--- config.mk ---
export PLATFORM = sky130hd
export DESIGN_NAME = pattern_serializer
export DESIGN_NICKNAME = d
export VERILOG_FILES = /design/src/rtl/pattern_serializer.sv
export SDC_FILE = /design/constraint.sdc
export NUM_CORES = 1
export LEC_CHECK = 0
export ABC_AREA = 1
export CORE_UTILIZATION = 25
export CTS_CLUSTER_DIAMETER = 80
export DETAILED_ROUTE_END_ITERATION = 10
export DONT_BUFFER_PORTS = 1
export MAX_ROUTING_LAYER = met4
export PLACE_DENSITY = 0.39
export SYNTH_ARGS = -nofsm -noshare
export SYNTH_HDL_FRONTEND = slang
export SYNTH_SLANG_ARGS = --single-unit
--- constraint.sdc ---
create_clock -name clk_i -period 2.7 [get_ports clk_i]
set_input_delay 0.54 -clock clk_i [delete_from_list [all_inputs] [get_ports clk_i]]
set_output_delay 0.54 -clock clk_i [all_outputs]
set_load 0.1 [all_outputs]
--- src/rtl/pattern_serializer.sv ---
// rtl/pattern_serializer.sv - parallel-to-serial front end for the pattern detectors
// A one-word holding register backs a shift register so words stream without bubbles.
module pattern_serializer #(
    parameter int WIDTH     = 8,
    parameter int MSB_FIRST = 1,
    parameter int GAP       = 0
) (
    input  logic             clk_i,
    input  logic             clr_i,
    input  logic [WIDTH-1:0] data_i,
    input  logic             data_valid_i,
    output logic             data_ready_o,
    output logic             bit_o,
    output logic             bit_valid_o,
    output logic             busy_o,
    output logic [15:0]      words_sent_o
);
    localparam int CW = (WIDTH > 1) ? $clog2(WIDTH) : 1;
    localparam logic [CW-1:0] LAST_BIT = CW'(WIDTH - 1);
    localparam logic [3:0] GAP_LAST = (GAP > 0) ? 4'(GAP - 1) : 4'd0;

    typedef enum logic [1:0] {S_IDLE, S_SHIFT, S_GAP} state_t;

    state_t           state, state_next;
    logic [WIDTH-1:0] hold_reg;
    logic             hold_full;
    logic [WIDTH-1:0] shift_reg;
    logic [WIDTH-1:0] shifted;
    logic [CW-1:0]    bit_cnt;
    logic [3:0]       gap_cnt;
    logic             load, shift_en, word_done, gap_start, accept;

    assign data_ready_o = !hold_full;
    assign accept       = data_valid_i && !hold_full;
    assign bit_valid_o  = (state == S_SHIFT);
    assign busy_o       = (state != S_IDLE) || hold_full;
    assign bit_o        = bit_valid_o &&
                          ((MSB_FIRST != 0) ? shift_reg[WIDTH-1] : shift_reg[0]);
    assign shifted      = (MSB_FIRST != 0) ? {shift_reg[WIDTH-2:0], 1'b0}
                                           : {1'b0, shift_reg[WIDTH-1:1]};

    always_comb begin
        state_next = state;
        load       = 1'b0;
        shift_en   = 1'b0;
        word_done  = 1'b0;
        gap_start  = 1'b0;
        case (state)
            S_IDLE: begin
                if (hold_full) begin
                    load       = 1'b1;
                    state_next = S_SHIFT;
                end
            end
            S_SHIFT: begin
                shift_en = 1'b1;
                if (bit_cnt == LAST_BIT) begin
                    word_done = 1'b1;
                    if (GAP > 0) begin
                        gap_start  = 1'b1;
                        state_next = S_GAP;
                    end else if (hold_full) begin
                        load = 1'b1;
                    end else begin
                        state_next = S_IDLE;
                    end
                end
            end
            S_GAP: begin
                if (gap_cnt == 4'd0) begin
                    if (hold_full) begin
                        load       = 1'b1;
                        state_next = S_SHIFT;
                    end else begin
                        state_next = S_IDLE;
                    end
                end
            end
            default: state_next = S_IDLE;
        endcase
    end

    always_ff @(posedge clk_i or posedge clr_i) begin
        if (clr_i) begin
            state        <= S_IDLE;
            hold_reg     <= '0;
            hold_full    <= 1'b0;
            shift_reg    <= '0;
            bit_cnt      <= '0;
            gap_cnt      <= 4'd0;
            words_sent_o <= 16'd0;
        end else begin
            state <= state_next;
            // load requires hold_full, so it never coincides with acceptance
            if (load) begin
                shift_reg <= hold_reg;
                hold_full <= 1'b0;
                bit_cnt   <= '0;
            end else begin
                if (shift_en) begin
                    shift_reg <= shifted;
                    bit_cnt   <= bit_cnt + 1'b1;
                end
                if (accept) begin
                    hold_reg  <= data_i;
                    hold_full <= 1'b1;
                end
            end
            if (word_done) begin
                words_sent_o <= words_sent_o + 16'd1;
            end
            if (gap_start) begin
                gap_cnt <= GAP_LAST;
            end else if (state == S_GAP && gap_cnt != 4'd0) begin
                gap_cnt <= gap_cnt - 4'd1;
            end
        end
    end
endmodule

## After elaboration in Yosys (flattened, before gate mapping)

Index checks and enable logic that the tools add are counted.

| storage, ports and cells | value |
|---|---|
| register bits after elaboration | 42 |
| input bits | 11 |
| output and inout port bits | 20 |

| operators by class | value |
|---|---|
| add/sub/neg operators | 3 |
| eq/ne operators | 7 |
| muxes and demuxes | 19 |
| bitwise logic cells | 1 |
| reduce and logical (&&, ||, !) cells | 13 |

Operators by type and width:

| operator | count |
|---|---|
| 16-bit by 1-bit adder with 16-bit output (second input constant) | 1 |
| 8-bit 2-to-1 mux | 2 |
| 1-bit 2-to-1 mux | 9 |
| 2-bit 2-to-1 mux | 4 |
| 3-bit 2-to-1 mux | 2 |
| 2-bit inequality test (second input constant) | 3 |
| 2-bit case mux with 3 select lines | 1 |
| 2-bit nonzero test | 3 |
| 4-bit zero test | 1 |
| 4-bit AND reduction | 1 |
| 4-bit nonzero test | 1 |
| 4-bit by 1-bit subtractor with 4-bit output (second input constant) | 1 |
| 3-bit by 1-bit adder with 3-bit output (second input constant) | 1 |
| 3-bit == test (second input constant) | 1 |
| 1-bit logical AND | 3 |
| 1-bit case mux with 3 select lines | 1 |
| 2-bit by 1-bit == test with 1-bit output (second input constant) | 1 |
| 2-bit == test (second input constant) | 1 |
| 2-bit zero test | 1 |
| 2-bit by 1-bit inequality test with 1-bit output (second input constant) | 1 |
| 2-bit AND reduction | 1 |
| 1-bit zero test | 1 |
| 1-bit logical OR | 1 |
| 1-bit NOT | 1 |

## Depth between registers and ports, before layout

Gate-level depths: netlist (run 1).

| logic depth | value |
|---|---|
| depth in word-level cells | 5 |
| gate-level depth with buffers | 9 |
| mapped depth without buffers | 9 |

## Worst setup path after synthesis (run 1)

OpenSTA, ideal clock, no wires.

| timing | value |
|---|---|
| path kind | register to output |
| start point | reg state[0] |
| end point | out busy_o |
| data arrival time | 1.677 ns |
| required time | 2.160 ns |
| path slack | 0.483 ns |
| stages on the path, launching flop included | 4 |
| buffers on the path | 1 |
| path through | dfrtp_1 inv_1 nand2_1 buf_4 |

| between the ends | value |
|---|---|
| word-level cells in the longest chain between the ends | 2 |

Ends and longest elaborated chain:

| element | line | text |
|---|---|---|
| start: declaration | 24 | `state_t state, state_next;` |
| start signal: assignment | 93 | `state <= state_next;` |
| 2-bit nonzero test | 36 | `assign busy_o = (state != S_IDLE) \|\| hold_full;` |
| 1-bit logical OR | 36 |  |
| end: declaration | 15 | `output logic busy_o,` |

Every way passes these cells.

## Worst setup path in the final report (run 1)

Same ends and word-level chain as after synthesis.

==> results of run 1 <==
==> cells in the mapped netlist (4+ instances only) <==
| library cell | number |
|---|---|
| o21ai_0 | 6 |
| ha_1 | 4 |
| nand2_1 | 42 |
| nand3b_1 | 4 |
| a21oi_1 | 8 |
| inv_1 | 23 |
| o211ai_1 | 7 |
| nand3_1 | 23 |
| nor2_2 | 5 |
| nor2_1 | 15 |
| dfrtp_1 | 37 |
| xnor2_1 | 4 |
==> through the flow <==
step                instance area [µm²]  cells  setup slack [ns]    util
global route                       2101    315            0.6552  0.3092
detailed placement                 1984    307             1.058  0.2921
floorplan                          1758    197            0.4831       -
CTS                                2101    315            0.7440  0.3092
finish                             2101    315            0.7773  0.3092
global placement                   1984    307             1.073  0.2921
==> metal layers <==
layer,track usage,part of all wire,wire length [µm]
met3,0.03561,0.054,190
met1,0.1399,0.50,1752
met4,0.03182,0.0054,19
met2,0.1716,0.44,1570
met5,-,0,0
==> critical path: stages (launching register included) <==
cell	delay, ns
dfrtp_1	0.38
inv_1	0.34
nand2_1	0.10
buf_4	0.27
==> cells by family after synthesis <==
| logic type | count (synthesis) | synth area share |
|---|---|---|
| simple gates | 96 | 0.2520 |
| flops | 37 | 0.5267 |
| buf+inv | 29 | 0.07188 |
| compound gates | 24 | 0.08612 |
| xor+xnor | 7 | 0.03488 |
| fa+ha+maj | 4 | 0.02847 |
==> worst paths after layout <==
check | start | slack [ns] | end
max in group asynchronous | clr_i | 2.09 | bit_cnt[1]
worst max-delay path | state[0] | 0.78 | busy_o
worst max register to register | bit_cnt[0] | 1.07 | shift_reg[5]
min in group clk_i | data_valid_i | 0.37 | hold_full
worst min-delay path | clr_i | 0.27 | words_sent_o[14]
worst min register to register | words_sent_o[6] | 0.48 | words_sent_o[6]
==> cell type report <==
class	count	area, µm²	share of cell area
Clock buffer	7	86.33	0.04110
Clock inverter	1	30.03	0.01429
Inverter	24	90.09	0.04288
Multi-Input combinational cell	131	705.7	0.3359
Sequential cell	37	925.9	0.4407
Tap cell	96	120.1	0.05718
Timing Repair Buffer	19	142.6	0.06790
==> power by group through the flow <==
stage | Combinational [mW] | Sequential, mW | Clock (mW)
3_5_place_dp | 0.799 | 0.811 | 0
5_1_grt | 0.866 | 0.817 | 0.543
6_report | 0.788 | 0.799 | 0.499
2_1_floorplan | 0.475 | 0.989 | 0
4_1_cts | 0.800 | 0.801 | 0.523
3_3_place_gp | 0.803 | 0.811 | 0
==> flow_summary_export.csv, run 1 <==
group,metric,value,unit
synth,synth_warnings,0,
final_layout,largest_reg_flops,16,
global_routing,grtUsageTotal,0.1112,
clock_tree,postCtsSetupRepairBufs,0,
die,dieArea,7371,µm²
final_layout,drive_above_1_share,0.1735,
power,finalPower,2.085,mW
timing,holdWs,0.2686,ns
detailed_routing,drc_errors,0,
placement,port_buffers,0,
synth,yosysTopAreaCell,"dfrtp_1",
detailed_routing,vias,1285,
timing,period_minus_slack,1.923,ns
clock_tree,tritoncts,"built",
timing,hold_viol_final,0,
timing,worstMarginPinSlew,0.9520,ns
global_routing,antenna_found_initial,0,
outcome,status,"finished, final reports clean",
power,p_per_area,992.7,nW/µm²
synth,post-synth-top-area-fraction,0.5267,
final_layout,syn_to_final_growth,19.50,%
global_routing,grt.overflow.total,0,
timing,maxSlewViolCount,0,
final_layout,num_antenna_cells,0,
die,core,6794,µm²
die,fp-row-count,30,
timing,fin_tns_setup,0,ns
clock_tree,cts_sinks,37,
clock_tree,clk_latency,0.28,ns
die,die_x,85.86,µm
synth,synthArstFlopShare,1.000,
detailed_routing,first_pass_iters,4,
worst_setup_path,critPathRequiredTime,2.16,ns
power,p_clk_frac,0.239,
power,switching_share,0.4121,
timing,skew,0.005512,ns
clock_tree,cts_hold_buffers,0,
power,internal_power,1.226,mW
min_path,min-delay-path-class,"in -> async",
worst_setup_path,worstSetupStartpointType,"flop",
synth,ys_seq_area_frac,0.5267,
detailed_routing,post_drt_via_cell_ratio,4.079,
worst_setup_path,cp.arrival,1.38,ns
worst_setup_path,endpoint_kind,"output port",
clock_tree,htreeDepth,2,
die,ios,31,
final_layout,fill_cells,727,
clock_tree,numCtsBuffers,5,
power,vdd_ir_drop_max,0.2853,mV
timing,min_period_over_period,0.7121,
synth,synthFlopType,"dfrtp_1",
synth,synth_seq_cells,37,
synth,synthCells,197,
synth,synthDistinctLibCells,24,
placement,post-dp-hpwl,2.483,mm
detailed_routing,drtIter0Drc,67,
detailed_routing,wirelength,3.533,mm
power,p_sw,0.8594,mW
clock_tree,cts.clk_slew.worst_paths,0.08,ns
global_routing,grt_pass1_wl,6.203,mm
synth,syn_nets,212,
die,initial_core_util,0.2587,
synth,netlist_area,1758,µm²
job,maxCapViolCount,0,
timing,slew_headroom,0.3653,
timing,rsz0062_at_grt,"no",
detailed_routing,wl_per_cell,11.22,µm
final_layout,final_cell_mix,"nand2_1 (42), dfrtp_1 (37), inv_1 (23), nand3_1 (23), buf_4 (19)",
worst_setup_path,r2r_cells,5,
clock_tree,cts_root_buffer,"clkbuf_8",
timing,finalSetupViolCount,0,
die,dieHeight,85.86,µm
clock_tree,cts_resized,0,
worst_setup_path,crit_path_max_fanout,13,
final_layout,final_common_cell,"nand2_1",
clock_tree,clock_path_buffers,2,
power,p_leak,1.008,nW
global_routing,grt_pass1_vias,1265,
worst_setup_path,path_class,"reg -> out",
detailed_routing,antenna_left,0,
synth,synth-edff-count,0,
power,seq_power_share,0.383,
placement,gp_congestion,0.6769,
power,power_frac_comb,0.378,
global_routing,grt_max_degree,38,
timing,fmax,520.1,MHz
synth,postSynthAreaPerCell,8.924,µm²
synth,synth_area_leaders,"dfrtp_1 (53%), nand2_1 (9.0%), nand3_1 (6.5%), inv_1 (4.9%), nor2_1 (3.2%)",
final_layout,nNetsFinal,233,
(Power assumes the default switching activity.)
==> run 2: changes to the inputs <==
Settings changed: PLACE_DENSITY 0.39 to 0.41.
Clock period 2.7 ns to 1.6 ns, I/O delays scaled along.
==> run 2 against run 1 <==
  * First-iteration DRC count increased by 1.5%
  * Critical path depth unchanged
  * Clock power increased by 38%
  * Sequential share of layout area decreased by 1.3 points
  * Total power increased by 72%
  * Non-clock buffer count increased by 5
  * Via count increased by 2.7%
  * Final cell count increased by 1.6%
  * Highest routed layer unchanged
==> flow_summary_export.csv, run 2 (synthesized netlist as in run 1, its figures left out) <==
group,metric,value,unit
outcome,status,"finished, final reports clean",
power,p_leak,1.010,nW
worst_setup_path,r2r-start,"bit_cnt[0]",
clock_tree,cts.clk_slew.worst_paths,0.08,ns
die,ios,31,
timing,fin_tns_setup,0,ns
detailed_routing,vias,1320,
power,p_per_area,1617,nW/µm²
placement,dp_cells,312,
timing,slew_headroom,0.6770,
clock_tree,clk_latency,0.29,ns
worst_setup_path,crit_path_max_fanout,4,
job,maxCapViolCount,0,
detailed_routing,wirelength,3.618,mm
clock_tree,htreeDepth,2,
worst_setup_path,r2r_cells,9,
detailed_routing,drtIter0Drc,68,
worst_setup_path,worstSetupStartpointType,"flop",
global_routing,use_met2,0.1665,
global_routing,grtUsageTotal,0.1152,
final_layout,drive_above_1_share,0.2634,
final_layout,final_cell_mix,"nand2_1 (41), dfrtp_1 (25), nand3_1 (23)",
worst_setup_path,critPathMaxStageDelay,0.51,ns
clock_tree,postCtsSetupRepairBufs,0,
worst_setup_path,crit_slowest_cell,"dfrtp_4",
detailed_routing,wl_per_cell,11.31,µm
clock_tree,clock_path_buffers,2,
timing,maxSlewViolCount,0,
final_layout,final_common_cell,"nand2_1",
global_routing,grt_max_degree,38,
power,vdd_ir_drop_max,0.5245,mV
worst_setup_path,path_class,"reg -> out",
timing,finalSetupViolCount,0,
clock_tree,cts_sinks,37,
final_layout,num_antenna_cells,0,
global_routing,antenna_found_initial,0,
global_routing,met1_usage,0.1462,
worst_setup_path,reg2reg_to,"words_sent_o[14]",
global_routing,grt_use_met3,0.03850,
min_path,min-delay-path-class,"in -> async",
worst_setup_path,crit_buf_inv,2,
final_layout,syn_to_final_growth,25.91,%
global_routing,grt_pass1_vias,1313,
worst_setup_path,cp_cell_sequence,"inv_2, nand2_2, buf_8",
detailed_routing,post_drt_via_cell_ratio,4.125,
worst_setup_path,critPathRequiredTime,1.28,ns
worst_setup_path,startpoint,"state[0]",
die,dieArea,7371,µm²
worst_setup_path,endpoint_kind,"output port",
die,core,6794,µm²
worst_setup_path,critical_path.top_delay_family,"flip-flops",
final_layout,largest_reg_flops,16,
timing,rsz0062_at_grt,"no",
placement,port_buffers,0,
die,dieHeight,85.86,µm
die,initial_core_util,0.2587,
final_layout,fin_cells,320,
timing,worstMarginPinSlew,0.4845,ns
timing,hold_viol_final,0,
clock_tree,cts_root_buffer,"clkbuf_8",
clock_tree,numCtsBuffers,5,
timing,holdWs,0.02387,ns
clock_tree,cts_hold_buffers,0,
detailed_routing,antenna_left,0,
timing,min_period_over_period,0.9447,
global_routing,grt_pass1_wl,6.361,mm
global_routing,grt.overflow.total,0,
final_layout,nNetsFinal,238,
detailed_routing,first_pass_iters,6,
worst_setup_path,r2r_slack,0.13,ns
timing,skew,0.008908,ns
detailed_routing,drc_errors,0,
placement,post-dp-hpwl,2.515,mm
worst_setup_path,cp.arrival,1.19,ns
timing,fmax,661.6,MHz
placement,gp_congestion,0.7723,
timing,period_minus_slack,1.511,ns
die,die_x,85.86,µm
die,fp-row-count,30,
clock_tree,tritoncts,"built",
global_routing,busiest_layer,"met2",
-- run 2: per-layer routing --
metal | vias to the layer above | share of wire
met3 | 4 | 0.059
met1 | 599 | 0.49
met4 | 0 | 0.0097
li1 | 684 | -
met5 | - | 0
met2 | 33 | 0.44
-- run 2: worst reg2reg max path, cell delays in order, from the launching register on --
cell and delay (ns):
dfrtp_1 0.36, ha_2 0.21, ha_4 0.16, nand2_4 0.09
inv_2 0.09, nand3_2 0.11, nor2_4 0.17, nand2_1 0.07
nand2_1 0.05, nand2_1 0.05
-- run 2: per-stage QoR --
step                      setup slack (ns)    util  power (mW)  area, µm²
final                              0.08853  0.3258       3.580       2213
after global routing              0.007166  0.3258       3.832       2213
after CTS                         0.006244  0.3214       3.575       2183
after detailed placement           0.01292  0.3066       2.874       2083
after global placement             0.05228  0.3066       2.866       2083
after floorplan                    0.01630       -       2.497       1782
-- run 2: area by class of cell --
cell class	count	area, µm²
well taps	96	120.1
inverters	24	93.84
fillers	704	4581
flip-flops and latches	37	945.9
multi-input cells	131	738.2
repair buffers	24	225.2
clock buffers	8	90.09
-- run 2: worst max-delay path by stage --
stage | to | slack [ns] | cells past startpoint
finish | busy_o | 0.09 | 3
global route | words_sent_o[14] | 0.007 | 9
CTS | words_sent_o[14] | 0.006 | 9
detailed placement | words_sent_o[14] | 0.01 | 9
global placement | words_sent_o[14] | 0.05 | 9
floorplan | words_sent_o[10] | 0.02 | 6
-- run 2: what timing repair did --
item,CTS,global route
pin swaps,0,1
endpoints found under the hold margin,0,0
endpoints found under the setup margin,1,8
gates resized for setup,3,7
-- run 2: power by group --
group	internal, mW	leakage, nW	switching, mW
sequential	1.23	0.448	0.171
clock	0.352	0.0455	0.337
combinational	0.485	0.516	1.01
total	2.06	1.01	1.52
==> run 3: changes to the inputs <==
Settings changed: PLACE_DENSITY 0.41 to 0.39.
Clock period 1.6 ns to 1.88 ns, I/O delays scaled along.
==> run 3 against run 2 <==
  * Wire length is 1.6% lower
  * Via count increased by 0.91%
  * Sequential share of layout area is 0.59 points higher
  * Hold slack improved by 0.072 ns
  * Die area stayed put
  * Count of clock-buffer cells in the layout is the same
  * Critical path depth did not move
  * Cell area decreased by 3.1%
  * Largest power group unchanged
  * Highest routed layer unchanged
==> flow_summary_export.csv, run 3 (synthesized netlist as in run 1, its figures left out) <==
group,metric,value,unit
placement,dp_slack,0.2945,ns
timing,period_minus_slack,1.608,ns
detailed_routing,wirelength,3.559,mm
clock_tree,cts_root_buffer,"clkbuf_8",
clock_tree,cts_hold_buffers,0,
power,p_per_area,1363,nW/µm²
detailed_routing,drc_errors,0,
timing,worstMarginPinSlew,0.4953,ns
detailed_routing,post_drt_via_cell_ratio,4.176,
worst_setup_path,path_class,"reg -> out",
timing,fin_tns_setup,0,ns
die,core,6794,µm²
die,dieArea,7371,µm²
detailed_routing,vias,1332,
detailed_routing,drtIter0Drc,69,
worst_setup_path,critPathRequiredTime,1.50,ns
clock_tree,tritoncts,"built",
timing,fmax,621.9,MHz
global_routing,grtUsageTotal,0.1132,
placement,gp_congestion,0.7095,
detailed_routing,first_pass_iters,4,
timing,holdWs,0.09579,ns
outcome,status,"finished, final reports clean",
power,vdd_ir_drop_max,0.4340,mV
final_layout,final_cell_mix,"nand2_1 (42), dfrtp_1 (34), inv_1 (23), nand3_1 (23), buf_4 (20)",
timing,min_period_over_period,0.8553,
global_routing,grt.overflow.total,0,
final_layout,nNetsFinal,237,
die,die_x,85.86,µm
die,dieHeight,85.86,µm
clock_tree,clk_latency,0.28,ns
global_routing,grt_pass1_vias,1335,
timing,skew,0.006716,ns
timing,rsz0062_at_grt,"no",
die,ios,31,
clock_tree,postCtsSetupRepairBufs,0,
detailed_routing,antenna_left,0,
min_path,min-delay-path-class,"in -> async",
clock_tree,numCtsBuffers,5,
worst_setup_path,crit_path_max_fanout,4,
worst_setup_path,cp.arrival,1.23,ns
final_layout,syn_to_final_growth,22.06,%
clock_tree,cts.clk_slew.worst_paths,0.07,ns
power,p_leak,1.026,nW
final_layout,fill_cells,736,
final_layout,num_antenna_cells,0,
global_routing,grt_max_degree,38,
placement,placed_area,2056,µm²
final_layout,drive_above_1_share,0.1973,
placement,port_buffers,0,
final_layout,final_common_cell,"nand2_1",
placement,post-dp-hpwl,2.547,mm
worst_setup_path,endpoint_kind,"output port",
timing,layout_setup_ws,0.2720,ns
worst_setup_path,worstSetupStartpointType,"flop",
clock_tree,cts_resized,0,
clock_tree,cts_sinks,37,
timing,slew_headroom,0.6685,
final_layout,fin_area,2146,µm²
global_routing,grt_pass1_wl,6.320,mm
detailed_routing,wl_per_cell,11.16,µm
final_layout,largest_reg_flops,16,
timing,hold_viol_final,0,
clock_tree,clock_path_buffers,2,
global_routing,antenna_found_initial,0,
die,fp-row-count,30,
die,initial_core_util,0.2587,
clock_tree,htreeDepth,2,
timing,maxSlewViolCount,0,
job,maxCapViolCount,0,
timing,finalSetupViolCount,0,
run 3: final cells by class:
class | instances | area (µm²) | share of cell area
multi-input combinational | 131 | 705.7 | 0.3289
clock buffer | 8 | 90.09 | 0.04198
sequential | 37 | 929.6 | 0.4332
tap | 96 | 120.1 | 0.05598
timing repair buffer | 23 | 210.2 | 0.09796
inverter | 24 | 90.09 | 0.04198
run 3: where the power goes:
part           internal [mW]  total (mW)  switching (mW)
clock network          0.299       0.572           0.273
logic                  0.352        1.18           0.826
registers               1.04        1.17           0.137
total                   1.69        2.92            1.24
run 3: per-stage QoR:
stage / cells / total power [mW] / utilization
6_report: 319 / 2.924 / 0.3158
4_1_cts: 319 / 2.978 / 0.3158
3_5_place_dp: 311 / 2.391 / 0.3026
5_1_grt: 319 / 3.131 / 0.3158
2_1_floorplan: 197 / 2.108 / -
3_3_place_gp: 311 / 2.381 / 0.3026
run 3: path summary, 6_finish.rpt:
path                               from               end  slack, ns  cells past startpoint
setup / recovery               state[0]            busy_o       0.27                      3
setup reg to reg             bit_cnt[0]      shift_reg[4]       0.27                      5
min in group clk_i         data_valid_i         hold_full       0.21                      1
hold / removal                    clr_i  words_sent_o[14]        0.1                      2
max in group asynchronous         clr_i   words_sent_o[0]       1.42                      2
hold reg to reg             hold_reg[6]       hold_reg[6]       0.51                      2
run 3: metal layers:
metal	vias up	GRT usage	share of wire
li1	685	-	-
met1	609	0.1355	0.47
met2	35	0.1869	0.46
met3	3	0.03176	0.060
met4	0	0.03182	0.0051
met5	-	-	0
run 3: worst max-delay path: stages, from the launching register on:
cell and delay, ns:
dfrtp_2 0.43, inv_1 0.13, nand2_1 0.17, buf_12 0.21
